===== src/rtl/acc_word_sequencer_if.sv =====
// Producer-side entry handshake for the accumulator word sequencer.
// An entry transfers on a pclk edge where in_valid and in_ready are both high.
interface acc_word_sequencer_if;
  logic       in_valid;
  logic [4:0] in_word;
  logic [7:0] in_dwell;
  logic       in_ready;

  modport master (output in_valid, output in_word, output in_dwell, input  in_ready);
  modport slave  (input  in_valid, input  in_word, input  in_dwell, output in_ready);
endinterface


===== src/rtl/acc_word_sequencer.sv =====
// Queues {word, dwell} entries and plays each word to a downstream accumulator
// for 'dwell' pclk cycles (0 means 256), back-to-back while run stays high.
module acc_word_sequencer #(
  parameter int DEPTH = 4
) (
  input  logic                     pclk,
  input  logic                     reset,
  input  logic                     run,
  acc_word_sequencer_if.slave      in_if,
  output logic [4:0]               acc_in,
  output logic                     clock_enable,
  output logic                     busy,
  output logic [$clog2(DEPTH):0]   level
);
  localparam int AW = $clog2(DEPTH);
  localparam int LW = AW + 1;

  typedef enum logic {IDLE, PLAY} state_t;

  typedef struct packed {
    logic [4:0] word;
    logic [7:0] dwell;
  } entry_t;

  state_t                 state_q, state_d;
  logic [AW-1:0]          wr_ptr_q, wr_ptr_d, rd_ptr_q, rd_ptr_d;
  logic [LW-1:0]          level_q, level_d;
  logic [4:0]             acc_q, acc_d;
  logic                   ce_q, ce_d;
  logic [8:0]             cnt_q, cnt_d;
  logic [DEPTH-1:0][12:0] mem_q;
  entry_t                 head;
  logic                   push, pop, empty;

  // Full blocks pushes outright, even when a pop frees a slot this cycle.
  assign in_if.in_ready = (level_q != LW'(DEPTH));
  assign push           = in_if.in_valid & in_if.in_ready;
  assign empty          = (level_q == '0);
  assign head           = entry_t'(mem_q[rd_ptr_q]);

  always_comb begin
    state_d  = state_q;
    acc_d    = acc_q;
    ce_d     = ce_q;
    cnt_d    = cnt_q;
    pop      = 1'b0;
    case (state_q)
      IDLE: begin
        acc_d = '0;
        ce_d  = 1'b0;
        cnt_d = '0;
        if (run && !empty) pop = 1'b1;
      end
      PLAY: begin
        if (cnt_q == 9'd1) begin
          if (run && !empty) pop = 1'b1;
          else begin
            state_d = IDLE;
            acc_d   = '0;
            ce_d    = 1'b0;
            cnt_d   = '0;
          end
        end else begin
          cnt_d = cnt_q - 9'd1;
        end
      end
      default: state_d = IDLE;
    endcase
    if (pop) begin
      state_d = PLAY;
      acc_d   = head.word;
      ce_d    = 1'b1;
      cnt_d   = (head.dwell == 8'd0) ? 9'd256 : {1'b0, head.dwell};
    end
    wr_ptr_d = push ? wr_ptr_q + AW'(1) : wr_ptr_q;
    rd_ptr_d = pop  ? rd_ptr_q + AW'(1) : rd_ptr_q;
    level_d  = level_q + LW'(push) - LW'(pop);
  end

  always_ff @(posedge pclk or negedge reset) begin
    if (!reset) begin
      state_q  <= IDLE;
      wr_ptr_q <= '0;
      rd_ptr_q <= '0;
      level_q  <= '0;
      acc_q    <= '0;
      ce_q     <= 1'b0;
      cnt_q    <= '0;
    end else begin
      state_q  <= state_d;
      wr_ptr_q <= wr_ptr_d;
      rd_ptr_q <= rd_ptr_d;
      level_q  <= level_d;
      acc_q    <= acc_d;
      ce_q     <= ce_d;
      cnt_q    <= cnt_d;
    end
  end

  // Storage is left unreset; level/pointers hide stale contents.
  always_ff @(posedge pclk) begin
    if (push) mem_q[wr_ptr_q] <= {in_if.in_word, in_if.in_dwell};
  end

  assign acc_in       = acc_q;
  assign clock_enable = ce_q;
  assign busy         = (state_q == PLAY);
  assign level        = level_q;
endmodule


===== src/flat_wrapper.sv =====
// flat-port wrapper written by rule: the top's interface ports become plain ports
module acc_word_sequencer_flat 
#(
  parameter int DEPTH = 4
)
  (pclk, reset, run, acc_in, clock_enable, busy, level, in_if_in_valid, in_if_in_word, in_if_in_dwell, in_if_in_ready);
  acc_word_sequencer_if in_if_i ();
  input  logic pclk;
  input  logic reset;
  input  logic run;
  output logic [4:0] acc_in;
  output logic clock_enable;
  output logic busy;
  output logic [$clog2(DEPTH):0] level;
  input wire logic [$bits(in_if_i.in_valid)-1:0] in_if_in_valid;
  input wire logic [$bits(in_if_i.in_word)-1:0] in_if_in_word;
  input wire logic [$bits(in_if_i.in_dwell)-1:0] in_if_in_dwell;
  output wire logic [$bits(in_if_i.in_ready)-1:0] in_if_in_ready;
  assign in_if_i.in_valid = in_if_in_valid;
  assign in_if_i.in_word = in_if_in_word;
  assign in_if_i.in_dwell = in_if_in_dwell;
  assign in_if_in_ready = in_if_i.in_ready;
  acc_word_sequencer #(.DEPTH(DEPTH)) u_core (.pclk(pclk), .reset(reset), .run(run), .in_if(in_if_i), .acc_in(acc_in), .clock_enable(clock_enable), .busy(busy), .level(level));
endmodule

===== config.mk =====
export PLATFORM = sky130hd
export DESIGN_NAME = acc_word_sequencer_flat
export DESIGN_NICKNAME = d
export VERILOG_FILES = /design/src/rtl/acc_word_sequencer_if.sv /design/src/rtl/acc_word_sequencer.sv /design/src/flat_wrapper.sv
export SDC_FILE = /design/constraint.sdc
export NUM_CORES = 1
export LEC_CHECK = 0
export ABC_AREA = 1
export CAP_MARGIN = 20
export CORE_UTILIZATION = 60
export DETAILED_ROUTE_END_ITERATION = 7
export MAX_ROUTING_LAYER = met4
export PLACE_DENSITY_LB_ADDON = 0.12
export SLEW_MARGIN = 20
export SYNTH_ARGS = -nofsm -noshare
export SYNTH_HDL_FRONTEND = slang
export SYNTH_SLANG_ARGS = --single-unit

===== constraint.sdc =====
create_clock -name pclk -period 3.7 [get_ports pclk]
set_input_delay 0.74 -clock pclk [delete_from_list [all_inputs] [get_ports pclk]]
set_output_delay 0.74 -clock pclk [all_outputs]
set_load 0.01 [all_outputs]

==> impl_metrics.py, run 1 <==
metrics = {
    "power_and_ir_drop": {
        "power_frac_comb": 0.162,
        "switching_share": 0.2541,
        "switchingPower_w": 0.0005615,
        "clkPwrFrac": 0.337,
        "power_density_nw_per_um2": 580.6,
        "static-leakage-power_nw": 1.533,
        "power.internal_w": 0.001648,
        "vdd_ir_drop_max_uv": 509.5,
        "p_seq_frac": 0.501,
    },
    "worst_setup_path": {
        "rr_startpoint": "u_core.cnt_q[0]",
        "r2r_slack_ps": 1560,
        "crit_fanout": 4,
        "cp-start-kind": "flip-flop",
        "crit_path_end_kind": "output port",
        "rr_worst_depth": 11,
        "crit_arrival_ps": 1520,
        "reg2reg_to": "u_core.level[1]",
        "cp.required_ps": 2960,
        "path_class": "flip-flop to output port",
    },
    "sta": {
        "rsz0062_at_grt": "no",
        "max_freq_ghz": 0.4429,
        "setup_viol": 0,
        "worstMarginPinSlew_ps": 1000,
        "worst_slack_ps": 1442,
        "maxSlewHeadroom": 0.3333,
        "skew_ps": 7.584,
        "period_share": 0.6103,
        "finalHoldViolCount": 0,
        "fin_crit_ps": 2258,
        "fin_tns_setup_ps": 0,
        "drv_slew": 0,
    },
    "layout": {
        "antenna_cells": 0,
        "regArea_um2": 2137,
        "multi_input_area_um2": 948.4,
        "final_nets": 347,
        "nFillCells": 363,
        "syn_to_final_growth_pct": 17.05,
        "drive_gt1_frac": 0.1346,
    },
    "clocking": {
        "cts_root_buf": "clkbuf_8",
        "tritoncts.num_buffers": 9,
        "path_clk_slew_ps": 80,
        "cts_resized": 0,
        "post_cts_buffers": 0,
        "ctsHoldBuffers": 0,
        "cts_tree": "yes",
        "clk_path_buf_depth": 2,
        "htreeDepth": 3,
        "clock_sinks": 75,
        "clkLatencyLatePin_ps": 340,
    },
    "worst_hold_path": {
        "hold_path.class": "input pin to async pin",
    },
    "placed_design": {
        "io_buffers": 27,
        "gp_congestion": 0.7842,
        "pre_cts_ws_ps": 1170,
        "dp_hpwl_um": 3657,
    },
    "logic_synthesis": {
        "synth.avg_cell_area_um2": 11.25,
        "synth_warnings": 0,
        "synthDistinctLibCells": 25,
        "synthesis.nets": 314,
        "synthCells": 289,
        "syn_area_um2": 3251,
        "yosysSeqAreaShare": 0.6574,
        "ys_ff_latch": 75,
    },
    "detailed_routing": {
        "vias": 2080,
        "antenna_left": 0,
        "drtIter0Drc": 168,
        "viasPerCell": 5.239,
        "wire_per_inst_um": 14.41,
        "drc": 0,
        "first_pass_iters": 4,
        "routed_wl_um": 5722,
    },
    "global_routing": {
        "antenna_found_initial": 0,
        "grt_max_degree": 29,
        "grt_pass1_vias": 1938,
        "met2_usage": 0.3710,
        "top_usage_layer": "met2",
        "gr-total-overflow": 0,
        "grt_pass1_wl_um": 8866,
        "gr-usage-met3": 0.04233,
        "global_route.usage.met1": 0.2789,
        "track_usage": 0.2317,
    },
    "run": {
        "maxCapViolCount": 0,
    },
    "floorplan": {
        "dieArea_um2": 5716,
        "rows": 26,
        "core_um2": 5172,
        "ios": 28,
        "initial_core_util": 0.6284,
        "die_h_um": 75.61,
        "die_width_um": 75.61,
    },
    "outcome": {
        "status": "complete, no violations",
    },
}
## how the worst max path moves through the flow
stage                          startpoint         endpoint
after floorplan                       run  u_core.level[2]
after global placement                run  u_core.level[2]
after detailed placement              run  u_core.level[1]
after CTS                 u_core.level[1]   in_if_in_ready
after global routing      u_core.level[1]   in_if_in_ready
final                     u_core.level[1]   in_if_in_ready
## kinds of logic (layout without fill, tap and decap cells)
family                   after synthesis  after routing  share of synthesized area
AND/OR/NAND/NOR                      137            137                     0.1832
flip-flops                            75             75                     0.6574
buffers and inverters                 34             72                    0.05081
AO/OA/AOI/OAI                         27             27                    0.05389
adder cells (fa/ha/maj)                8              8                    0.03310
XOR/XNOR                               8              8                    0.02156
## power by group through the flow
stage	Clock (W)	Sequential (W)	Combinational [W]
6_report	0.000745	0.00111	0.000359
5_1_grt	0.000775	0.00112	0.000403
4_1_cts	0.000751	0.00111	0.000365
3_5_place_dp	0	0.00112	0.000363
3_3_place_gp	0	0.00112	0.000352
2_1_floorplan	0	0.00112	0.000202
## layout by cell type, fill, tap and decap left out, drive strengths merged
cell type	Yosys	final
nand2	84	84
edfxtp	52	52
nor2	28	28
clkdlybuf4s50	0	26
inv	25	25
dfrtp	23	23
nand3	23	23
o21ai	15	15
o22ai	11	11
clkbuf	0	9
ha	7	7
xor2	5	5
buf	9	5
xnor2	3	3
bufinv	0	3
clkinv	0	3
a21oi	1	1
nor3	1	1
nand3b	1	1
fa	1	1
clkinvlp	0	1
## synthesized netlist by cell type
master | instances | area [um^2]
nand2_1 | 75 | 281.5
edfxtp_1 | 52 | 1562
nor2_1 | 28 | 105.1
dfrtp_1 | 23 | 575.6
nand3_1 | 20 | 100.1
inv_1 | 19 | 71.32
o21ai_0 | 13 | 65.06
o22ai_1 | 8 | 50.05
ha_1 | 7 | 87.58
nand2_2 | 7 | 43.79
inv_2 | 5 | 18.77
xor2_1 | 5 | 43.79
buf_2 | 4 | 20.02
buf_6 | 3 | 33.78
nand3_2 | 3 | 30.03
o22ai_2 | 3 | 37.54
xnor2_1 | 3 | 26.28
buf_4 | 2 | 15.01
nand2_4 | 2 | 22.52
o21ai_2 | 2 | 17.52
a21oi_1 | 1 | 5.000
fa_1 | 1 | 20.02
inv_4 | 1 | 6.260
nand3b_1 | 1 | 7.510
nor3_1 | 1 | 5.000
## metal layers
layer  vias up  part of all wire
met3        10             0.045
li1       1025                 -
met2        53              0.50
met4         0             0.022
met1       992              0.44
met5         -                 0
## final cells by class
cell class,instances,share of cell area
Clock buffer,9,0.03256
Clock inverter,7,0.03058
Inverter,25,0.02532
Multi-Input combinational cell,180,0.2493
Sequential cell,75,0.5617
Tap cell,70,0.02302
Timing Repair Buffer,31,0.07761
## worst max-delay path, stage by stage (launching register included)
cell	delay, ps
dfrtp_1	430
inv_1	80
nand3_1	120
clkdlybuf4s50_1	550
## through the flow
step           utilization  total power (W)  hold WS, ps  area, um^2  cells
3_3_place_gp        0.6901         0.001473        457.1        3570    381
3_5_place_dp        0.6901         0.001486        464.6        3570    381
5_1_grt             0.7356         0.002298        401.2        3805    397
4_1_cts             0.7366         0.002223        484.9        3810    397
2_1_floorplan            -         0.001326        444.4        3251    289
6_report            0.7356         0.002209        359.6        3805    397
## state kept, by name (all words and copies together), names as in the netlist
register and count:
u_core.acc_in 5, u_core.busy 1, u_core.clock_enable 1, u_core.cnt_q 9, u_core.level 3, u_core.mem_q 52, u_core.rd_ptr_q 2, u_core.wr_ptr_q 2
(Power assumes the default switching activity.)
==> run 2: changes to the inputs <==
CORE_UTILIZATION = 57   (was 60)
clock period = 2.3 ns   (was 3.7 ns; I/O delays follow)
==> run 2 against run 1 <==
Compared with the run above:
- die area increased by 5.1%
- register-to-register slack got worse by 1200 ps
- worst hold slack improved by 110 ps
- critical path type unchanged
- critical endpoint unchanged
- highest routed layer unchanged
- via count decreased by 1.1%
- non-clock buffer count increased by 4
- clock skew increased by 1.5 ps
- setup slack got worse by 1100 ps
- sequential share of layout area increased by 0.43 points
==> impl_metrics.py, run 2 (synthesized netlist as in run 1, its figures left out) <==
metrics = {
    "outcome": {
        "status": "complete, no violations",
    },
    "sta": {
        "fin_tns_setup_ps": 0,
        "skew_ps": 9.042,
        "worstMarginPinSlew_ps": 554.5,
        "setup_viol": 0,
        "period_share": 0.8709,
        "max_freq_ghz": 0.4992,
        "drv_slew": 0,
        "fin_crit_ps": 2003,
        "rsz0062_at_grt": "no",
        "worst_slack_ps": 296.9,
        "finalHoldViolCount": 0,
        "maxSlewHeadroom": 0.6303,
    },
    "clocking": {
        "path_clk_slew_ps": 80,
        "post_cts_buffers": 0,
        "cts_resized": 0,
        "cts_tree": "yes",
        "clock_sinks": 75,
        "cts_root_buf": "clkbuf_8",
        "clk_path_buf_depth": 2,
        "htreeDepth": 3,
        "ctsHoldBuffers": 0,
        "tritoncts.num_buffers": 9,
        "clkLatencyLatePin_ps": 340,
    },
    "placed_design": {
        "pre_cts_ws_ps": 213.3,
        "gp_congestion": 0.8302,
        "io_buffers": 27,
        "dp_hpwl_um": 3692,
    },
    "layout": {
        "final_nets": 351,
        "syn_to_final_growth_pct": 16.17,
        "largest_register": "u_core.mem_q",
        "nFillCells": 427,
        "regArea_um2": 2137,
        "multi_input_area_um2": 948.4,
        "drive_gt1_frac": 0.1299,
        "antenna_cells": 0,
        "final_cell_mix": "75 x nand2_1, 52 x edfxtp_1, 28 x nor2_1, 27 x clkdlybuf4s50_1, 23 x dfrtp_1",
        "final_common_cell": "nand2_1",
        "largest_reg_flops": 52,
    },
    "detailed_routing": {
        "wire_per_inst_um": 14.30,
        "drc": 0,
        "routed_wl_um": 5762,
        "vias": 2058,
        "antenna_left": 0,
        "viasPerCell": 5.107,
        "first_pass_iters": 4,
        "drtIter0Drc": 159,
    },
    "power_and_ir_drop": {
        "vdd_ir_drop_max_uv": 597.1,
        "static-leakage-power_nw": 1.522,
        "p_total_w": 0.003256,
        "power_density_nw_per_um2": 862.2,
    },
    "global_routing": {
        "gr-total-overflow": 0,
        "antenna_found_initial": 0,
        "track_usage": 0.2279,
        "grt_max_degree": 29,
        "grt_pass1_wl_um": 9687,
        "grt_pass1_vias": 2072,
    },
    "floorplan": {
        "dieArea_um2": 6009,
        "core_um2": 5507,
        "initial_core_util": 0.5903,
        "die_h_um": 77.52,
        "ios": 28,
        "die_width_um": 77.52,
        "rows": 27,
    },
    "worst_setup_path": {
        "cp-start-kind": "flip-flop",
        "cpPeakStageDelay_ps": 550,
        "crit_arrival_ps": 1540,
        "path_class": "flip-flop to output port",
        "crit_path_end_kind": "output port",
        "crit_fanout": 4,
        "slowest_stage": "clkdlybuf4s50_1",
        "cp_cell_sequence": "inv_1 -> nand3_1 -> clkdlybuf4s50_1",
        "cp.required_ps": 1840,
    },
    "worst_hold_path": {
        "hold_path.class": "flip-flop to flip-flop",
    },
    "run": {
        "maxCapViolCount": 0,
    },
}
run 2: cell count changes in the layout (fill, tap and decap cells not counted), sizes merged:
cell	delta
clkbuf	+5
buf	+3
bufinv	-3
clkdlybuf4s50	+1
clkinv	-1
clkinvlp	-1
run 2: final timing paths:
| check | start | endpoint | slack (ps) | cells past startpoint |
|---|---|---|---|---|
| setup / recovery | u_core.level[1] | in_if_in_ready | 300 | 3 |
| hold / removal | u_core.clock_enable | u_core.clock_enable | 470 | 2 |
| setup reg to reg | u_core.cnt_q[0] | u_core.level[2] | 360 | 11 |
| hold reg to reg | u_core.clock_enable | u_core.clock_enable | 470 | 2 |
| max in group asynchronous | reset | u_core.acc_in[1] | 1580 | 2 |
| min in group asynchronous | reset | u_core.rd_ptr_q[1] | 480 | 2 |
run 2: through the flow:
stage	util	instances	hold slack (ps)	instance area (um^2)
6_report	0.6858	403	470.4	3776
5_1_grt	0.6858	403	487.7	3776
4_1_cts	0.6858	403	475.8	3776
3_5_place_dp	0.6542	387	458.4	3602
3_3_place_gp	0.6542	387	457.7	3602
2_1_floorplan	-	289	164.4	3251
run 2: layer usage:
metal / wire length (um) / vias to the layer above / global-route usage
li1: - / 1038 / -
met1: 2602 / 968 / 0.2879
met2: 2788 / 47 / 0.3478
met3: 311 / 5 / 0.06353
met4: 60 / 0 / 0.09623
met5: 0 / - / -
run 2: layout make-up:
cell class | instances | area share
sequential | 75 | 0.5659
multi-input combinational | 180 | 0.2512
timing repair buffer | 35 | 0.08748
clock buffer | 14 | 0.04341
inverter | 25 | 0.02551
tap | 72 | 0.02386
clock inverter | 2 | 0.002651
run 2: power breakdown:
group	internal, W	switching, W
registers	0.00170	0.0000877
logic	0.000240	0.000338
clock network	0.000456	0.000438
total	0.00239	0.000864
run 2: critical path: cells and delay by family (launching register included):
family                 cells  cell delay [ps]
flip-flops                 1              430
AND/OR/NAND/NOR            1              120
buffers and inverters      2              640
==> RTL edit: new RTL, config.mk and constraints of run 2 <==
`DEPTH` is set to 4 in 2 places; all go to 2.
--- a/src/rtl/acc_word_sequencer.sv
+++ b/src/rtl/acc_word_sequencer.sv
@@ -1,7 +1,7 @@
 // Queues {word, dwell} entries and plays each word to a downstream accumulator
 // for 'dwell' pclk cycles (0 means 256), back-to-back while run stays high.
 module acc_word_sequencer #(
-  parameter int DEPTH = 4
+  parameter int DEPTH = 2
 ) (
   input  logic                     pclk,
   input  logic                     reset,
--- a/src/flat_wrapper.sv
+++ b/src/flat_wrapper.sv
@@ -1,7 +1,7 @@
 // flat-port wrapper written by rule: the top's interface ports become plain ports
 module acc_word_sequencer_flat 
 #(
-  parameter int DEPTH = 4
+  parameter int DEPTH = 2
 )
   (pclk, reset, run, acc_in, clock_enable, busy, level, in_if_in_valid, in_if_in_word, in_if_in_dwell, in_if_in_ready);
   acc_word_sequencer_if in_if_i ();
Interface: changed (resized level); port bits go from 28 to 27. The function was not compared with the original's and may differ.
==> RTL edit against run 2 <==
Fmax is 6.5% higher. Synthesized area decreased by 39%. Non-clock buffer count down 6. Sequential cell count shrank 29. Power decreased by 7.6%. Wire length fell by 42%. Cell area decreased by 37%. Setup slack improved by 0.12 ns.
==> RTL edit: results (changes against run 2) <==
[power]
total_leakage_power_nw=1.04  ; -32%
vdd_drop_max_v=0.000641  ; +7.4%
switching_share=0.338  ; +0.0727

[min_path]
hp-class=in2async

[critical_path]
r2r_start=u_core.cnt_q[1]
cp.arrival_ns=1.42  ; -0.12 ns
cp_slowest_stage_delay_ns=0.53  ; -0.02 ns
cp_max_fo=5  ; +1

[synthesis]
synthDistinctLibCells=27  ; +8.0%
synth-seq-area-share=0.647  ; -0.0101
synth_commonest_cells=44 x nand2_1, 26 x edfxtp_1, 20 x dfrtp_1, 14 x nor2_1
synth_edf_count=26  ; -50%
synthTopCellsByArea=edfxtp_1 39%, dfrtp_1 25%, nand2_1 8.3%
synthFlopType=edfxtp_1
async_flop_share=0.435  ; +0.128
synth_fp_nets=195  ; -38%

[global_routing]
grt_pass1_wl_um=5550  ; -43%
grt_max_degree=21  ; -28%
use_met1=0.257  ; -0.0308
grt_use_met2=0.342  ; -0.00556
grtUsageTotal=0.221  ; -0.00646
grt_util_met3=0.0746  ; +0.0111
grt_pass1_vias=1286  ; -38%

[routing]
vias_per_cell=5.10  ; about the same
detail_route.wl_per_cell_um=13.0  ; -9.0%
dr.first_iter.drc_count=129  ; -19%
firstDrtPassIters=4  ; unchanged

[cts]
post_cts_buffers=0  ; unchanged
htree_levels=2  ; -1
cts_resized=0  ; unchanged
cts_root_buf=clkbuf_4
clkTransAtPathRegs_ns=0.13  ; +0.05 ns

[status]
status=complete, no violations

[sta]
finalClockSkew_ns=0.00393  ; -0.00512 ns
slew_headroom=0.632  ; +0.00133

[place]
place_congestion=0.882  ; +6.2%
dp_slack_ns=0.391  ; +0.178 ns
place_hpwl_um=2350  ; -36%
dpl-instance-area_um2=2290  ; -37%
numPortBuffers=26  ; -3.7%

[finish]
fin_nets=228  ; -35%
largest_register=u_core.mem_q
largest_register_ffs=26  ; -50%
fillerInstances=270  ; -37%

[RTL edit: path summary, 6_finish.rpt]
check	endpoint	slack, ns	cells past startpoint
max	in_if_in_ready	0.42	2
min	u_core.cnt_q[7]	0.43	2
max reg2reg	u_core.level[1]	0.52	13
min reg2reg	u_core.clock_enable	0.50	2
max in group asynchronous	u_core.acc_in[0]	1.66	2
min in group pclk	u_core.clock_enable	0.50	2
[RTL edit: cell type report]
class	instances	area [µm²]	share of cell area
multi-input combinational	110	604	0.252
tap	46	57.6	0.0240
inverter	16	60.1	0.0251
clock buffer	6	51.3	0.0214
sequential	46	1280	0.534
timing repair buffer	29	283	0.118
clock inverter	2	60.1	0.0251
[RTL edit: cells by family after synthesis]
logic type | after synthesis | share of synthesized area
xor gates and xnor gates | 4 | 0.0177
and+or+nand+nor | 79 | 0.176
muxes | 5 | 0.0253
AOI/OAI and AO/OA | 19 | 0.0670
buffers and inverters | 19 | 0.0474
DFF | 46 | 0.647
adders and majority gates | 3 | 0.0190
[RTL edit: worst max-delay path, delay by kind of cell (launching register included)]
family,cells,cell delay [ns]
simple gates,1,0.10
buf+inv,1,0.53
flops,1,0.44
[RTL edit: stage by stage]
stage          instances  power (mW)   util
4_1_cts              255        3.04  0.718
2_1_floorplan        175        2.07      -
3_3_place_gp         247        2.36  0.685
5_1_grt              255        3.23  0.718
6_report             255        3.01  0.718
3_5_place_dp         247        2.42  0.685
[RTL edit: power groups by stage]
stage	combinational, mW	clock [mW]	sequential [mW]
CTS	1.07	0.634	1.33
floorplan	0.750	0	1.32
global placement	1.02	0	1.34
global route	1.20	0.665	1.36
detailed placement	1.07	0	1.35
finish	1.07	0.617	1.33
[RTL edit: metal layers]
layer  part of all wire  routed length (µm)
met1               0.46                1510
met2               0.49                1630
met3              0.046                 153
met4             0.0069                  23
met5                  0                   0
